`src/rtl/gfx256_pkg.sv`:
```
// gfx256_pkg: shared types and constants for the gfx256 memory arbiters.
//   arb_state_e     : arbiter FSM states (IDLE, READ, DONE)
//   REQ_*           : requester indices on the read arbiter
//   WB_AW / WB_SW   : Wishbone address and byte-select widths
//   WDOG_W          : width of the bus-watchdog counter
//   rr_next()       : round-robin successor of an index, wrapping at n
package gfx256_pkg;

  typedef enum logic [1:0] {
    IDLE = 2'd0,
    READ = 2'd1,
    DONE = 2'd2
  } arb_state_e;

  localparam int REQ_BLEND = 0;
  localparam int REQ_TEX   = 1;
  localparam int REQ_DEPTH = 2;

  localparam int WB_AW  = 32;
  localparam int WB_SW  = 32;
  localparam int WDOG_W = 16;

  function automatic int rr_next(input int idx, input int n);
    return (idx + 1 >= n) ? 0 : idx + 1;
  endfunction

endpackage

```
`src/rtl/gfx256_wbm_read_arbiter_if.sv`:
```
// gfx256_wbm_read_arbiter_if: single-beat Wishbone read bus between the
// arbiter (master modport) and video memory (slave modport).
//   wb_cyc_o/wb_stb_o : cycle and strobe
//   wb_we_o           : write enable (always 0 on this bus)
//   wb_adr_o/wb_sel_o : byte address and byte selects
//   wb_dat_i          : MDW-bit read line
//   wb_ack_i/wb_err_i : termination
interface gfx256_wbm_read_arbiter_if
  import gfx256_pkg::*;
#(
  parameter int MDW = 256
) ();
  logic             wb_cyc_o;
  logic             wb_stb_o;
  logic             wb_we_o;
  logic [WB_AW-1:0] wb_adr_o;
  logic [WB_SW-1:0] wb_sel_o;
  logic [MDW-1:0]   wb_dat_i;
  logic             wb_ack_i;
  logic             wb_err_i;

  modport master (
    output wb_cyc_o, wb_stb_o, wb_we_o, wb_adr_o, wb_sel_o,
    input  wb_dat_i, wb_ack_i, wb_err_i
  );

  modport slave (
    input  wb_cyc_o, wb_stb_o, wb_we_o, wb_adr_o, wb_sel_o,
    output wb_dat_i, wb_ack_i, wb_err_i
  );
endinterface

```
`src/rtl/gfx256_rr_pick.sv`:
```
// gfx256_rr_pick: combinational round-robin picker.
//   i_req    : request vector
//   i_ptr    : index with highest priority this round
//   o_onehot : one-hot winner
//   o_idx    : winner index
//   o_valid  : at least one request present
module gfx256_rr_pick
  import gfx256_pkg::*;
#(
  parameter  int NREQ = 3,
  localparam int IW   = $clog2(NREQ)
) (
  input  logic [NREQ-1:0] i_req,
  input  logic [IW-1:0]   i_ptr,
  output logic [NREQ-1:0] o_onehot,
  output logic [IW-1:0]   o_idx,
  output logic            o_valid
);

  int w_k;

  // Walk the requesters starting at i_ptr; the first one set wins.
  always_comb begin
    o_onehot = '0;
    o_idx    = '0;
    o_valid  = 1'b0;
    w_k      = int'(i_ptr);
    for (int i = 0; i < NREQ; i++) begin
      if (!o_valid && i_req[w_k]) begin
        o_valid       = 1'b1;
        o_idx         = IW'(w_k);
        o_onehot[w_k] = 1'b1;
      end
      w_k = rr_next(w_k, NREQ);
    end
  end

endmodule

```
`src/rtl/gfx256_wbm_read_arbiter.sv`:
```
// gfx256_wbm_read_arbiter: shares one single-beat Wishbone read master among
// NREQ requesters (0 blender target, 1 texture, 2 depth) with round-robin
// grants and a bus watchdog.
//   clk_i, rst_ni      : clock, asynchronous active-low reset
//   req_i              : level request per requester, held until its ack_o
//   addr_i, sel_i      : per-requester address / byte selects, 32 bits each
//   ack_o, err_o       : one-cycle completion (and error) pulse to the grantee
//   busy_o             : set for every non-granted requester while busy
//   data_o             : read line, valid in the ack_o cycle
//   wb                 : Wishbone read master port
module gfx256_wbm_read_arbiter
  import gfx256_pkg::*;
#(
  parameter  int NREQ    = 3,
  parameter  int MDW     = 256,
  parameter  int TIMEOUT = 1023,
  localparam int IW      = $clog2(NREQ)
) (
  input  logic                 clk_i,
  input  logic                 rst_ni,
  input  logic [NREQ-1:0]      req_i,
  input  logic [NREQ*32-1:0]   addr_i,
  input  logic [NREQ*32-1:0]   sel_i,
  output logic [NREQ-1:0]      ack_o,
  output logic [NREQ-1:0]      err_o,
  output logic [NREQ-1:0]      busy_o,
  output logic [MDW-1:0]       data_o,
  gfx256_wbm_read_arbiter_if.master wb
);

  arb_state_e        r_state, w_state_nxt;
  logic [IW-1:0]     r_ptr, w_ptr_nxt;
  logic [IW-1:0]     r_grant, w_grant_nxt;
  logic [WDOG_W-1:0] r_cnt, w_cnt_nxt;
  logic              r_cyc, w_cyc_nxt;
  logic [WB_AW-1:0]  r_adr, w_adr_nxt;
  logic [WB_SW-1:0]  r_sel, w_sel_nxt;
  logic [NREQ-1:0]   r_ack, w_ack_nxt;
  logic [NREQ-1:0]   r_err, w_err_nxt;
  logic [NREQ-1:0]   r_busy, w_busy_nxt;
  logic [MDW-1:0]    r_data, w_data_nxt;

  logic [NREQ-1:0]   w_pick_oh;
  logic [IW-1:0]     w_pick_idx;
  logic              w_pick_vld;
  logic              w_bus_done;
  logic              w_timeout;

  gfx256_rr_pick #(.NREQ(NREQ)) u_pick (
    .i_req    (req_i),
    .i_ptr    (r_ptr),
    .o_onehot (w_pick_oh),
    .o_idx    (w_pick_idx),
    .o_valid  (w_pick_vld)
  );

  assign w_bus_done = wb.wb_ack_i | wb.wb_err_i;
  // The watchdog fires on the edge that would bring the count to TIMEOUT,
  // so a read lasts at most TIMEOUT cycles in READ.
  assign w_timeout  = (r_cnt + 1'b1) == WDOG_W'(TIMEOUT);

  always_comb begin
    w_state_nxt = r_state;
    w_ptr_nxt   = r_ptr;
    w_grant_nxt = r_grant;
    w_cnt_nxt   = r_cnt;
    w_cyc_nxt   = r_cyc;
    w_adr_nxt   = r_adr;
    w_sel_nxt   = r_sel;
    w_ack_nxt   = '0;
    w_err_nxt   = '0;
    w_data_nxt  = r_data;
    w_busy_nxt  = '0;
    unique case (r_state)
      IDLE: begin
        if (w_pick_vld) begin
          w_state_nxt = READ;
          w_grant_nxt = w_pick_idx;
          w_cnt_nxt   = '0;
          w_cyc_nxt   = 1'b1;
          for (int k = 0; k < NREQ; k++) begin
            if (w_pick_oh[k]) begin
              w_adr_nxt = addr_i[32*k +: 32];
              w_sel_nxt = sel_i[32*k +: 32];
            end
          end
        end
      end
      READ: begin
        if (w_bus_done) begin
          w_state_nxt        = DONE;
          w_cyc_nxt          = 1'b0;
          w_data_nxt         = wb.wb_dat_i;
          w_ack_nxt[r_grant] = 1'b1;
          w_err_nxt[r_grant] = wb.wb_err_i;
          w_ptr_nxt          = IW'(rr_next(int'(r_grant), NREQ));
        end else if (w_timeout) begin
          // Abort: data_o keeps its previous line.
          w_state_nxt        = DONE;
          w_cyc_nxt          = 1'b0;
          w_ack_nxt[r_grant] = 1'b1;
          w_err_nxt[r_grant] = 1'b1;
          w_ptr_nxt          = IW'(rr_next(int'(r_grant), NREQ));
        end else begin
          w_cnt_nxt = r_cnt + 1'b1;
        end
      end
      DONE: begin
        // Hold-off: the just-acked requester still shows req_i this cycle.
        w_state_nxt = IDLE;
      end
      default: w_state_nxt = IDLE;
    endcase
    for (int k = 0; k < NREQ; k++) begin
      w_busy_nxt[k] = (w_state_nxt != IDLE) && (w_grant_nxt != IW'(k));
    end
  end

  always_ff @(posedge clk_i or negedge rst_ni) begin
    if (!rst_ni) begin
      r_state <= IDLE;
      r_ptr   <= '0;
      r_grant <= '0;
      r_cnt   <= '0;
      r_cyc   <= 1'b0;
      r_adr   <= '0;
      r_sel   <= '0;
      r_ack   <= '0;
      r_err   <= '0;
      r_busy  <= '0;
      r_data  <= '0;
    end else begin
      r_state <= w_state_nxt;
      r_ptr   <= w_ptr_nxt;
      r_grant <= w_grant_nxt;
      r_cnt   <= w_cnt_nxt;
      r_cyc   <= w_cyc_nxt;
      r_adr   <= w_adr_nxt;
      r_sel   <= w_sel_nxt;
      r_ack   <= w_ack_nxt;
      r_err   <= w_err_nxt;
      r_busy  <= w_busy_nxt;
      r_data  <= w_data_nxt;
    end
  end

  assign wb.wb_cyc_o = r_cyc;
  assign wb.wb_stb_o = r_cyc;
  assign wb.wb_we_o  = 1'b0;
  assign wb.wb_adr_o = r_adr;
  assign wb.wb_sel_o = r_sel;
  assign ack_o       = r_ack;
  assign err_o       = r_err;
  assign busy_o      = r_busy;
  assign data_o      = r_data;

endmodule

```
`src/flat_wrapper.sv`:
```
// flat-port wrapper written by rule: the top's interface ports become plain ports
module gfx256_wbm_read_arbiter_flat import gfx256_pkg::*;
#(
  parameter  int NREQ    = 3,
  parameter  int MDW     = 256,
  parameter  int TIMEOUT = 1023,
  localparam int IW      = $clog2(NREQ)
)
  (clk_i, rst_ni, req_i, addr_i, sel_i, ack_o, err_o, busy_o, data_o, wb_wb_cyc_o, wb_wb_stb_o, wb_wb_we_o, wb_wb_adr_o, wb_wb_sel_o, wb_wb_dat_i, wb_wb_ack_i, wb_wb_err_i);
  gfx256_wbm_read_arbiter_if #(.MDW(MDW)) wb_i ();
  input  logic clk_i;
  input  logic rst_ni;
  input  logic [NREQ-1:0] req_i;
  input  logic [NREQ*32-1:0] addr_i;
  input  logic [NREQ*32-1:0] sel_i;
  output logic [NREQ-1:0] ack_o;
  output logic [NREQ-1:0] err_o;
  output logic [NREQ-1:0] busy_o;
  output logic [MDW-1:0] data_o;
  output wire logic [$bits(wb_i.wb_cyc_o)-1:0] wb_wb_cyc_o;
  output wire logic [$bits(wb_i.wb_stb_o)-1:0] wb_wb_stb_o;
  output wire logic [$bits(wb_i.wb_we_o)-1:0] wb_wb_we_o;
  output wire logic [$bits(wb_i.wb_adr_o)-1:0] wb_wb_adr_o;
  output wire logic [$bits(wb_i.wb_sel_o)-1:0] wb_wb_sel_o;
  input wire logic [$bits(wb_i.wb_dat_i)-1:0] wb_wb_dat_i;
  input wire logic [$bits(wb_i.wb_ack_i)-1:0] wb_wb_ack_i;
  input wire logic [$bits(wb_i.wb_err_i)-1:0] wb_wb_err_i;
  assign wb_wb_cyc_o = wb_i.wb_cyc_o;
  assign wb_wb_stb_o = wb_i.wb_stb_o;
  assign wb_wb_we_o = wb_i.wb_we_o;
  assign wb_wb_adr_o = wb_i.wb_adr_o;
  assign wb_wb_sel_o = wb_i.wb_sel_o;
  assign wb_i.wb_dat_i = wb_wb_dat_i;
  assign wb_i.wb_ack_i = wb_wb_ack_i;
  assign wb_i.wb_err_i = wb_wb_err_i;
  gfx256_wbm_read_arbiter #(.NREQ(NREQ), .MDW(MDW), .TIMEOUT(TIMEOUT)) u_core (.clk_i(clk_i), .rst_ni(rst_ni), .req_i(req_i), .addr_i(addr_i), .sel_i(sel_i), .ack_o(ack_o), .err_o(err_o), .busy_o(busy_o), .data_o(data_o), .wb(wb_i));
endmodule
```
`config.mk`:
```
export PLATFORM = sky130hd
export DESIGN_NAME = gfx256_wbm_read_arbiter_flat
export DESIGN_NICKNAME = d
export VERILOG_FILES = /design/src/rtl/gfx256_pkg.sv /design/src/rtl/gfx256_wbm_read_arbiter_if.sv /design/src/rtl/gfx256_rr_pick.sv /design/src/rtl/gfx256_wbm_read_arbiter.sv /design/src/flat_wrapper.sv
export SDC_FILE = /design/constraint.sdc
export NUM_CORES = 1
export LEC_CHECK = 0
export BUFFER_PORTS_ARGS = -buffer_cell sky130_fd_sc_hd__buf_2
export CORE_AREA = 5 5 305 307
export CTS_CLUSTER_SIZE = 14
export DETAILED_ROUTE_END_ITERATION = 10
export DIE_AREA = 0 0 310 312
export SYNTH_ARGS = -nofsm -noshare
export SYNTH_HDL_FRONTEND = slang
export SYNTH_SLANG_ARGS = --single-unit
```
`constraint.sdc`:
```
create_clock -name clk_i -period 2.75 [get_ports clk_i]
set_clock_uncertainty 0.1 [all_clocks]
set_input_delay 0.4125 -clock clk_i [delete_from_list [all_inputs] [get_ports clk_i]]
set_output_delay 0.4125 -clock clk_i [all_outputs]
set_load 0.05 [all_outputs]
```
==> summary.log, run 1 <==
qor: drt.finalWirelength 66.2 mm
qor: grt.all_layer_gr_usage 12.9%
qor: yosys.ys.flop_type sky130_fd_sc_hd__dfrtp_1
qor: yosys.synth_top_cells_by_count sky130_fd_sc_hd__dfrtp_1, sky130_fd_sc_hd__mux2_2, sky130_fd_sc_hd__nand2_1, sky130_fd_sc_hd__o21ai_0, sky130_fd_sc_hd__mux2i_1
qor: grt.global_route_wire_length_before_repair 92.5 mm
qor: critical_path.critPathMaxFanout 12
qor: critical_path.rr_startpoint u_core.r_cnt[0]$_DFFE_PN0P_
qor: cts.clock_path_buffers 3
qor: yosys.yosys.area.top_type_share 60.2%
qor: yosys.synth.area.top_cells sky130_fd_sc_hd__dfrtp_1, sky130_fd_sc_hd__mux2_2, sky130_fd_sc_hd__o21ai_0
qor: placed_design.hpwlAfterDp 52.1 mm
qor: placed_design.numPortBuffers 785
qor: cts.h_tree_depth_reported_by_cts 2
qor: yosys.yosysMostFrequentCell sky130_fd_sc_hd__dfrtp_1
qor: power_and_ir_drop.peak_supply_drop 0.000557 V
qor: grt.antenna_found_initial 22
qor: floorplan.fp.dieW 310 um
qor: drt.drtPass1Iterations 5
qor: drt.routed_wire_length_per_instance 19.3 um
qor: timing.period_needed 2600 ps
qor: cts.cts_setup_buffers 0
qor: yosys.netlist-cell-type-count 52
qor: critical_path.worst-endpoint-required 3110 ps
qor: yosys.synth_cell_area 14600 um2
qor: yosys.synth_nets 1600
qor: drt.drc 0
qor: drt.vias_per_cell 3.83
qor: flow_run.max_capacitance_violation_total 0
qor: timing.fin_ws 145 ps
qor: critical_path.reg2reg_slack 150 ps
qor: critical_path.critPathLaunchType flop
qor: timing.remaining_max_slew_budget_at_the_tightest_pin 64.7%
qor: drt.routed-via-count 13.2k
qor: timing.grt_setup_unrepaired false
qor: timing.final-max-slew-violation-count 0
qor: yosys.synthArstFlopShare 100%
qor: grt.total_grt_overflow 0
qor: finish.nets 2684
qor: grt.grt_max_degree 130
qor: power_and_ir_drop.static-leakage-power 11.8 nW
qor: critical_path.critical_path.max_stage_delay 440 ps
qor: min_path.whs_path_depth 2
qor: min_path.whs_endpoint u_core.data_o[232]$_DFFE_PN0P_
qor: critical_path.cp_cell_sequence inv_1, ha_1, or4b_1, nor3_2, o21a_2, nand4b_2, o21a_4, and3b_2, a221o_2
qor: power_and_ir_drop.total_power 0.0340 W
qor: timing.timing.setup.tns 0 ps
qor: status.outcome finished, final reports clean
qor: yosys.netlist_instances 1143
qor: cts.cts_tree done
qor: cts.tritoncts_num_sinks 352
qor: min_path.path_class_of_the_lowest_slack_min_delay_path input pin to flop
qor: critical_path.worst-setup-path-type flop to flop
qor: critical_path.worstSetupEndpointType flop
qor: timing.maxClockFrequency 0.384 GHz
qor: placed_design.preCtsSetupSlack 117 ps
qor: critical_path.worst_path_max_delay_cell sky130_fd_sc_hd__dfrtp_2
qor: yosys.synth.avg_cell_area 12.8 um2
qor: yosys.synth.ff_latch_count 352
qor: timing.timing_worst_slew_pin_value 530 ps
qor: finish.area.growth.synth_to_final 68.2%
qor: min_path.hold_path.startpoint wb_wb_dat_i[232]
qor: yosys.synth_seq_area_share 60.2%
qor: floorplan.design.portCount 787
qor: yosys.number_of_synthesized_flops_with_an_enable_pin 0
qor: critical_path.crit_arrival 2970 ps
qor: placed_design.gp_congestion 0.855
qor: power_and_ir_drop.power_density 1380 nW/um2
qor: drt.drt_first_iter_violations 729
qor: floorplan.floorplan.initialDensity 16.3%
qor: cts.root_buffer sky130_fd_sc_hd__clkbuf_16
qor: floorplan.design.die.area 96700 um2
qor: yosys.yosys_warnings 0
qor: floorplan.core_ar 89700 um2
qor: finish.post_layout_inst_area 24600 um2
qor: critical_path.worst_r2r_endpoint u_core.r_cnt[2]$_DFFE_PN0P_
qor: critical_path.worst-r2r-cell-count 9
qor: grt.first_global_vias 13.8k
qor: cts.clk_pin_slew_worst_paths 60 ps
qor: cts.clock_latency 580 ps
qor: cts.cts_made_buffers 43
qor: timing.final_hold_viol_count 0
qor: yosys.synth_top_cell_by_area sky130_fd_sc_hd__dfrtp_1
qor: timing.setup_violations 0
qor: floorplan.die_height 312 um
qor: finish.layout-drive-gt1-share 52.0%
qor: timing.fin_crit_sh 94.7%
qor: floorplan.std_cell_rows 110
qor: drt.antenna_violating_nets_post_route 0
qor: placed_design.post_dp_cell_area 20200 um2
layout make-up:
| class | count | area [um2] |
|---|---|---|
| diodes | 10 | 25.0 |
| repair buffers | 1107 | 7220 |
| inverters | 12 | 45.0 |
| clock inverters | 18 | 290 |
| clock buffers | 54 | 1190 |
| well taps | 1176 | 1470 |
| fillers | 9256 | 65100 |
| flip-flops and latches | 352 | 8810 |
| multi-input cells | 711 | 5560 |
critical path: cells and delay by family, from the launching register on:
family | cells | cell delay, ps
compound gates | 3 | 740
fa+ha+maj | 1 | 130
buf+inv | 1 | 70
flops | 1 | 440
simple gates | 4 | 1000
power by group:
group | switching, W | leakage [nW] | internal [W] | total (W)
clock | 0.00238 | 0.722 | 0.00363 | 0.00601
sequential | 0.00138 | 4.19 | 0.00775 | 0.00913
combinational | 0.0137 | 6.84 | 0.00518 | 0.0189
registers in the layout (all words and copies together) (netlist names):
name and count:
u_core.ack_o 3, u_core.wb.wb_adr_o 32, u_core.r_cnt 16, u_core.r_ptr 2, u_core.data_o 256, u_core.busy_o 3
u_core.wb.wb_sel_o 32, u_core.wb.wb_cyc_o 1, u_core.r_grant 2, u_core.r_state 2, u_core.err_o 3
cells by family (layout without fill, tap and decap cells):
family | after synthesis | in the layout | synth area share, %
adders and majority gates | 2 | 2 | 0.171
buffers and inverters | 80 | 1191 | 2.20
muxes | 325 | 325 | 24.4
AOI/OAI and AO/OA | 169 | 169 | 6.41
and+or+nand+nor | 211 | 211 | 6.36
DFF | 352 | 352 | 60.2
other | 1 | 11 | 0.0256
xor gates and xnor gates | 3 | 3 | 0.180
metrics by stage:
| stage | cells | hold WS (ps) | util [%] |
|---|---|---|---|
| final | 3440 | 44.7 | 27.4 |
| after floorplan | 1143 | 16.9 | - |
| after global routing | 3438 | 15.0 | 27.4 |
| after global placement | 3073 | 295 | 22.6 |
| after detailed placement | 3073 | 294 | 22.6 |
| after CTS | 3430 | 0.582 | 27.4 |
cells in the final DEF, fill, tap and decap left out, types with 2 or more instances in the layout:
master,Yosys,layout
sky130_fd_sc_hd__buf_2,5,784
sky130_fd_sc_hd__dfrtp_1,352,350
sky130_fd_sc_hd__dlygate4sd3_1,0,285
sky130_fd_sc_hd__mux2_2,258,258
sky130_fd_sc_hd__nand2_1,140,140
sky130_fd_sc_hd__o21ai_0,138,137
sky130_fd_sc_hd__mux2i_1,67,67
sky130_fd_sc_hd__clkbuf_16,0,43
sky130_fd_sc_hd__buf_4,2,25
sky130_fd_sc_hd__nor2_1,18,17
sky130_fd_sc_hd__nor3_1,13,13
sky130_fd_sc_hd__inv_1,12,12
sky130_fd_sc_hd__buf_12,0,12
sky130_fd_sc_hd__diode_2,0,10
sky130_fd_sc_hd__nand3_1,9,8
sky130_fd_sc_hd__clkbuf_8,0,7
sky130_fd_sc_hd__a21oi_1,6,6
sky130_fd_sc_hd__bufinv_16,0,6
sky130_fd_sc_hd__nand4_1,5,5
sky130_fd_sc_hd__clkinv_2,0,5
sky130_fd_sc_hd__nor2b_1,4,4
sky130_fd_sc_hd__nor4_1,5,4
sky130_fd_sc_hd__clkbuf_1,55,4
sky130_fd_sc_hd__o21a_1,3,3
sky130_fd_sc_hd__xnor2_1,3,3
sky130_fd_sc_hd__nand2b_1,3,3
sky130_fd_sc_hd__and3_1,3,3
sky130_fd_sc_hd__a211o_1,3,3
sky130_fd_sc_hd__or2_2,2,2
sky130_fd_sc_hd__nor2_4,1,2
sky130_fd_sc_hd__a31oi_1,2,2
sky130_fd_sc_hd__a21o_1,2,2
sky130_fd_sc_hd__clkinv_8,0,2
sky130_fd_sc_hd__clkinvlp_4,0,2
sky130_fd_sc_hd__dfrtp_2,0,2
layer usage:
| layer | wire, um | share of wire [%] | vias to the layer above | global-route usage, % |
|---|---|---|---|---|
| met5 | 52 | 0.079 | - | 0 |
| met4 | 1650 | 2.5 | 8 | 3.73 |
| met3 | 7450 | 11 | 101 | 6.22 |
| met2 | 32500 | 49 | 560 | 22.5 |
| met1 | 24600 | 37 | 6307 | 13.8 |
| li1 | - | - | 6194 | - |
worst max path at each step:
stage / slack, ps / startpoint / end
finish: 150 / u_core.r_cnt[0]$_DFFE_PN0P_ / u_core.r_cnt[2]$_DFFE_PN0P_
global route: 20 / u_core.r_cnt[2]$_DFFE_PN0P_ / u_core.r_cnt[6]$_DFFE_PN0P_
CTS: 110 / u_core.r_cnt[0]$_DFFE_PN0P_ / u_core.r_cnt[2]$_DFFE_PN0P_
detailed placement: 120 / u_core.r_cnt[0]$_DFFE_PN0P_ / u_core.r_cnt[2]$_DFFE_PN0P_
global placement: 170 / u_core.r_cnt[0]$_DFFE_PN0P_ / u_core.r_cnt[2]$_DFFE_PN0P_
floorplan: 250 / u_core.r_cnt[0]$_DFFE_PN0P_ / u_core.r_cnt[4]$_DFFE_PN0P_
what timing repair did:
action / 4_1_cts / 5_1_grt
hold buffers: 285 / 0
resized for setup: 0 / 5
endpoints found under the setup margin: 0 / 8
endpoints found under the hold margin: 320 / 0
Note: power is estimated with default switching activity, not from simulation.
==> run 2, diff against run 1 <==
==> constraint.sdc (replaced) <==
create_clock -name clk_i -period 2.75 [get_ports clk_i]
set_clock_uncertainty 0.1 [all_clocks]
set_input_delay 0.275 -clock clk_i [delete_from_list [all_inputs] [get_ports clk_i]]
set_output_delay 0.275 -clock clk_i [all_outputs]
set_load 0.05 [all_outputs]
==> run 2 against run 1 <==
Maximum frequency down 0.13%; critical path type unchanged; register-to-register slack about the same; critical path depth did not move; sequential cell count did not move; combinational power rose by 3%; via count up 4.3%; die area stayed put.
==> summary.log, run 2 (synthesized netlist as in run 1, its figures left out) <==
qor: timing.timing_worst_slew_pin_value 695 ps
qor: critical_path.critPathLaunchType flop
qor: timing.remaining_max_slew_budget_at_the_tightest_pin 53.7%
qor: critical_path.crit_arrival 2970 ps
qor: critical_path.worst-setup-path-type flop to flop
qor: min_path.path_class_of_the_lowest_slack_min_delay_path input pin to flop
qor: timing.grt_setup_unrepaired false
qor: status.outcome finished, final reports clean
qor: placed_design.gp_congestion 0.874
qor: placed_design.numPortBuffers 785
qor: cts.cts_tree done
qor: finish.most_common_cell_after_layout_fill_and_taps_aside sky130_fd_sc_hd__buf_2
qor: cts.clock_path_buffers 3
qor: grt.grt_max_degree 93
qor: floorplan.design.die.area 96700 um2
qor: grt.global_route_wire_length_before_repair 95.6 mm
qor: finish.layoutNonFillerInstCount 3533
qor: drt.routed-via-count 13.7k
qor: grt.all_layer_gr_usage 13.3%
qor: critical_path.rr_startpoint u_core.r_cnt[0]$_DFFE_PN0P_
qor: placed_design.hpwlAfterDp 52.5 mm
qor: finish.flip_flop_count_of_the_largest_register_after_layout 256
qor: grt.antenna_found_initial 21
qor: drt.drt_first_iter_violations 810
qor: timing.final-max-slew-violation-count 0
qor: floorplan.design.portCount 787
qor: timing.fin_crit_sh 94.8%
qor: finish.top_library_cells_by_usage_in_the_layout_fill_and_taps_aside sky130_fd_sc_hd__buf_2, sky130_fd_sc_hd__dlygate4sd3_1, sky130_fd_sc_hd__dfrtp_1
qor: floorplan.fp.dieW 310 um
qor: cts.clk_pin_slew_worst_paths 60 ps
qor: timing.timing.setup.tns 0 ps
qor: grt.grt.met1_usage 14.5%
qor: flow_run.max_capacitance_violation_total 0
qor: placed_design.post_dp_cell_area 20300 um2
qor: critical_path.crit_path_launch u_core.r_cnt[0]$_DFFE_PN0P_
qor: drt.vias_per_cell 3.89
qor: cts.clock_latency 570 ps
qor: grt.grt.busiest_layer met2
qor: power_and_ir_drop.peak_supply_drop 0.000477 V
qor: cts.h_tree_depth_reported_by_cts 2
qor: critical_path.worstSetupEndpointType flop
qor: critical_path.worst-endpoint-required 3110 ps
qor: cts.cts_made_buffers 43
qor: cts.root_buffer sky130_fd_sc_hd__clkbuf_16
qor: timing.maxClockFrequency 0.383 GHz
qor: finish.layout.core_utilization 28.3%
qor: critical_path.reg2reg_slack 140 ps
qor: drt.drtPass1Iterations 5
qor: grt.first_global_vias 14.5k
qor: grt.grtUsageMet3 5.92%
qor: power_and_ir_drop.total_power 0.0340 W
qor: timing.period_needed 2610 ps
qor: placed_design.placed_cell_count 3085
qor: timing.setup_violations 0
qor: timing.final_hold_viol_count 0
qor: floorplan.floorplan.initialDensity 16.3%
qor: min_path.hold_path.startpoint sel_i[43]
qor: drt.routed_wire_length_per_instance 19.5 um
qor: grt.met2_track_demand_over_resource_in_global_routing 22.9%
qor: power_and_ir_drop.static-leakage-power 12.1 nW
qor: finish.nets 2774
qor: grt.total_grt_overflow 0
qor: drt.finalWirelength 69.1 mm
qor: drt.drc 0
qor: floorplan.die_height 312 um
qor: floorplan.std_cell_rows 110
qor: finish.area.growth.synth_to_final 73.4%
qor: finish.final.fill_count 9240
qor: power_and_ir_drop.power_density 1340 nW/um2
qor: floorplan.core_ar 89700 um2
qor: drt.antenna_violating_nets_post_route 0
qor: cts.tritoncts_num_sinks 352
qor: finish.post_layout_inst_area 25400 um2
qor: finish.layout-drive-gt1-share 50.4%
qor: critical_path.critPathMaxFanout 12
==> run 2: cell count changes in the layout (fill, tap and decap cells not counted), moves of 2 or more <==
cell / change
sky130_fd_sc_hd__buf_4: +15
sky130_fd_sc_hd__bufinv_16: -6
sky130_fd_sc_hd__clkbuf_1: +6
sky130_fd_sc_hd__clkbuf_8: +3
sky130_fd_sc_hd__dfrtp_1: +2
sky130_fd_sc_hd__dfrtp_2: -2
sky130_fd_sc_hd__dlygate4sd3_1: +74
==> run 2: worst max-delay path, cell delays in order, from the launching register on <==
cell and delay (ps):
sky130_fd_sc_hd__dfrtp_1 440, sky130_fd_sc_hd__inv_1 80, sky130_fd_sc_hd__ha_1 150, sky130_fd_sc_hd__or4b_1 450, sky130_fd_sc_hd__nor3_2 160, sky130_fd_sc_hd__o21a_2 160
sky130_fd_sc_hd__nand4b_2 150, sky130_fd_sc_hd__o21a_4 290, sky130_fd_sc_hd__and3b_2 220, sky130_fd_sc_hd__a221o_2 290
==> run 2: repair_timing <==
item	CTS	global route
setup buffers	0	2
endpoints found under the setup margin	0	34
hold buffers	359	0
endpoints found under the hold margin	378	0
gates resized for setup	0	7
==> run 2: path summary, 6_finish.rpt <==
check / to / cells after the start
min in group asynchronous: u_core.data_o[217]$_DFFE_PN0P_ / 2
worst max-delay path: u_core.r_cnt[2]$_DFFE_PN0P_ / 9
max in group asynchronous: u_core.wb.wb_adr_o[8]$_DFFE_PN0P_ / 3
worst max register to register: u_core.r_cnt[2]$_DFFE_PN0P_ / 9
worst min-delay path: u_core.wb.wb_sel_o[11]$_DFFE_PN0P_ / 5
worst min register to register: u_core.wb.wb_sel_o[17]$_DFFE_PN0P_ / 2
==> run 2: area by class of cell <==
class	instances	area, um2	share of cell area [%]
clock buffer	63	1250	4.93
sequential	352	8810	34.7
inverter	12	45.0	0.178
clock inverter	12	108	0.424
tap	1176	1470	5.80
multi-input combinational	712	5590	22.0
timing repair buffer	1196	8080	31.8
antenna	10	25.0	0.0986
==> run 2: stage by stage <==
| step | setup slack (ps) | hold WS (ps) |
|---|---|---|
| after CTS | 43.2 | 0.563 |
| after floorplan | 251 | -121 |
| final | 142 | 46.6 |
| after global placement | 165 | 226 |
| after detailed placement | 157 | 223 |
| after global routing | 8.82 | 56.5 |
==> run 2: layer usage <==
layer / vias up / share of wire, %
li1: 6388 / -
met1: 6620 / 37
met2: 617 / 49
met3: 110 / 11
met4: 6 / 3.2
met5: - / 0.039
==> run 2: power by group <==
part | switching [W] | total, W | leakage [nW] | internal [W]
Clock | 0.00232 | 0.00549 | 0.669 | 0.00317
Sequential | 0.00142 | 0.00917 | 4.20 | 0.00775
Combinational | 0.0139 | 0.0194 | 7.23 | 0.00551
Total | 0.0176 | 0.0340 | 12.1 | 0.0164
==> run 3, diff against run 2 <==
--- a/config.mk
+++ b/config.mk
@@ -6,10 +6,10 @@
 export NUM_CORES = 1
 export LEC_CHECK = 0
 export BUFFER_PORTS_ARGS = -buffer_cell sky130_fd_sc_hd__buf_2
-export CORE_AREA = 5 5 305 307
+export CORE_AREA = 5 5 301 303
 export CTS_CLUSTER_SIZE = 14
 export DETAILED_ROUTE_END_ITERATION = 10
-export DIE_AREA = 0 0 310 312
+export DIE_AREA = 0 0 306 308
 export SYNTH_ARGS = -nofsm -noshare
 export SYNTH_HDL_FRONTEND = slang
 export SYNTH_SLANG_ARGS = --single-unit
==> constraint.sdc (replaced) <==
create_clock -name clk_i -period 2.3 [get_ports clk_i]
set_clock_uncertainty 0.1 [all_clocks]
set_input_delay 0.23 -clock clk_i [delete_from_list [all_inputs] [get_ports clk_i]]
set_output_delay 0.23 -clock clk_i [all_outputs]
set_load 0.05 [all_outputs]
==> run 3 against run 2 <==
The run now ends with setup timing left; setup slack worse by 310 ps; sequential cell count is the same; clock power grew 27%; design area up 4.1%; largest cell class is now buffers; register-to-register slack worse by 310 ps; sequential share of layout area is 1.4 points lower.
==> summary.log, run 3 (synthesized netlist as in run 1, its figures left out) <==
qor: status.outcome complete, but fails checks
qor: status.violations_in_the_final_reports setup timing
qor: grt.first_global_vias 15.4k
qor: placed_design.placed_cell_count 3114
qor: cts.cts_made_buffers 43
qor: critical_path.rr_startpoint u_core.r_cnt[0]$_DFFE_PN0P_
qor: floorplan.design.portCount 787
qor: grt.antenna_found_initial 9
qor: timing.period_needed 2470 ps
qor: finish.most_common_cell_after_layout_fill_and_taps_aside sky130_fd_sc_hd__buf_2
qor: timing.setup_violations 20
qor: cts.h_tree_depth_reported_by_cts 2
qor: drt.drt_first_iter_violations 574
qor: timing.timing.setup.tns -1700 ps
qor: placed_design.gp_congestion 0.885
qor: cts.clock_latency 560 ps
qor: floorplan.die_height 308 um
qor: cts.root_buffer sky130_fd_sc_hd__clkbuf_16
qor: timing.grt_setup_unrepaired true
qor: finish.multiInputGateArea 5660 um2
qor: timing.maxClockFrequency 0.405 GHz
qor: grt.grt.busiest_layer met2
qor: power_and_ir_drop.clkPwrFrac 17.1%
qor: cts.clock_path_buffers 3
qor: finish.layout-drive-gt1-share 50.6%
qor: drt.vias_per_cell 3.89
qor: power_and_ir_drop.static-leakage-power 12.6 nW
qor: critical_path.critPathLaunchType flop
qor: timing.fin_ws -167 ps
qor: critical_path.critical_path.max_stage_delay 450 ps
qor: drt.drc 0
qor: floorplan.floorplan.initialDensity 16.7%
qor: placed_design.preCtsSetupSlack -258 ps
qor: critical_path.cp_cell_sequence inv_1, ha_2, or4b_4, nor3_2, o21a_2, nand4b_4, o21a_4, and3b_2, a221o_2
qor: drt.finalWirelength 63.5 mm
qor: finish.nets 2873
qor: placed_design.post_dp_cell_area 20600 um2
qor: grt.total_grt_overflow 0
qor: finish.post_layout_inst_area 26400 um2
qor: power_and_ir_drop.power.switching 0.0207 W
qor: min_path.path_class_of_the_lowest_slack_min_delay_path input pin to flop
qor: floorplan.core_ar 87700 um2
qor: finish.layoutNonFillerInstCount 3624
qor: power_and_ir_drop.total_power 0.0407 W
qor: grt.met2_track_demand_over_resource_in_global_routing 21.4%
qor: placed_design.hpwlAfterDp 46.4 mm
qor: timing.timing_worst_slew_pin_value 612 ps
qor: cts.tritoncts_num_sinks 352
qor: cts.clk_pin_slew_worst_paths 50 ps
qor: drt.antenna_violating_nets_post_route 0
qor: critical_path.critPathMaxFanout 5
qor: critical_path.worst-setup-path-type flop to flop
qor: grt.grtUsageMet3 4.90%
qor: power_and_ir_drop.peak_supply_drop 0.00112 V
qor: finish.seq_area 8810 um2
qor: critical_path.worst-endpoint-required 2630 ps
qor: timing.remaining_max_slew_budget_at_the_tightest_pin 59.2%
qor: grt.all_layer_gr_usage 12.7%
qor: timing.final_hold_viol_count 0
qor: finish.flip_flop_count_of_the_largest_register_after_layout 256
qor: critical_path.crit_path_launch u_core.r_cnt[0]$_DFFE_PN0P_
qor: grt.global_route_wire_length_before_repair 93.5 mm
qor: power_and_ir_drop.proportion_of_power_drawn_by_flip_flops_and_latches 26.8%
qor: floorplan.fp.dieW 306 um
qor: drt.drtPass1Iterations 5
qor: finish.top_library_cells_by_usage_in_the_layout_fill_and_taps_aside sky130_fd_sc_hd__buf_2, sky130_fd_sc_hd__dlygate4sd3_1, sky130_fd_sc_hd__dfrtp_1
qor: critical_path.crit_arrival 2800 ps
qor: grt.grt.met1_usage 14.5%
qor: timing.fin_crit_sh 107%
qor: power_and_ir_drop.swShare 50.7%
qor: timing.final-max-slew-violation-count 0
qor: cts.cts_tree done
qor: power_and_ir_drop.p_comb_share 56.0%
qor: finish.final.fill_count 8820
qor: drt.routed-via-count 14.1k
qor: drt.routed_wire_length_per_instance 17.5 um
qor: finish.area.growth.synth_to_final 80.5%
qor: critical_path.worst_path_max_delay_cell sky130_fd_sc_hd__or4b_4
qor: critical_path.worstSetupEndpointType flop
qor: flow_run.max_capacitance_violation_total 0
qor: power_and_ir_drop.power_report.internal_total 0.0201 W
qor: placed_design.numPortBuffers 785
qor: grt.grt_max_degree 130
qor: power_and_ir_drop.power_density 1540 nW/um2
qor: min_path.hold_path.startpoint sel_i[66]
qor: floorplan.design.die.area 94200 um2
qor: floorplan.std_cell_rows 109
## run 3: power groups by stage
stage / clock, W / combinational, W / sequential (W)
after global placement: 0 / 0.0222 / 0.0108
after CTS: 0.00725 / 0.0229 / 0.0109
final: 0.00698 / 0.0228 / 0.0109
after global routing: 0.00747 / 0.0241 / 0.0113
after floorplan: 0 / 0.00547 / 0.0212
after detailed placement: 0 / 0.0223 / 0.0109
## run 3: area by class of cell
class | count | area share (%)
Clock inverter | 13 | 0.640
Inverter | 12 | 0.180
Multi-Input combinational cell | 712 | 21.4
Tap cell | 1165 | 5.52
Clock buffer | 65 | 4.85
Sequential cell | 352 | 33.4
Antenna cell | 10 | 0.0948
Timing Repair Buffer | 1295 | 33.9
## run 3: worst paths after layout
| kind | endpoint | slack (ps) | cells after the start |
|---|---|---|---|
| max | u_core.r_cnt[2]$_DFFE_PN0P_ | -170 | 9 |
| min | u_core.wb.wb_sel_o[2]$_DFFE_PN0P_ | 5 | 3 |
| max reg2reg | u_core.r_cnt[2]$_DFFE_PN0P_ | -170 | 9 |
| min in group asynchronous | u_core.data_o[218]$_DFFE_PN0P_ | 170 | 2 |
| max in group asynchronous | u_core.data_o[207]$_DFFE_PN0P_ | 1200 | 3 |
| min reg2reg | u_core.wb.wb_sel_o[14]$_DFFE_PN0P_ | 370 | 2 |
## run 3: routing by layer
layer	wire length, um	up-vias	part of all wire (%)
met1	24200	6709	38
met3	6150	157	9.7
met2	30400	663	48
li1	-	6583	-
met4	2760	0	4.4
met5	0	-	0
## run 3: what timing repair did
action | in CTS | in global routing
hold endpoints to repair | 463 | 0
hold buffers | 417 | 0
endpoints found under the setup margin | 18 | 25
pin swaps | 1 | 6
gates cloned | 1 | 0
resized for setup | 9 | 15
buffers inserted | 2 | 2
## run 3: worst max-delay path, delay by kind of cell (launching register included)
kind / cells / cell delay (ps)
and+or+nand+nor: 4 / 880
AOI/OAI and AO/OA: 3 / 710
DFF: 1 / 410
adders and majority gates: 1 / 160
buffers and inverters: 1 / 70
## run 3: metrics by stage
stage	utilization, %	hold slack (ps)
floorplan	-	-166
global placement	23.5	171
detailed placement	23.5	170
CTS	30.0	6.44
global route	30.1	27.5
finish	30.1	4.83
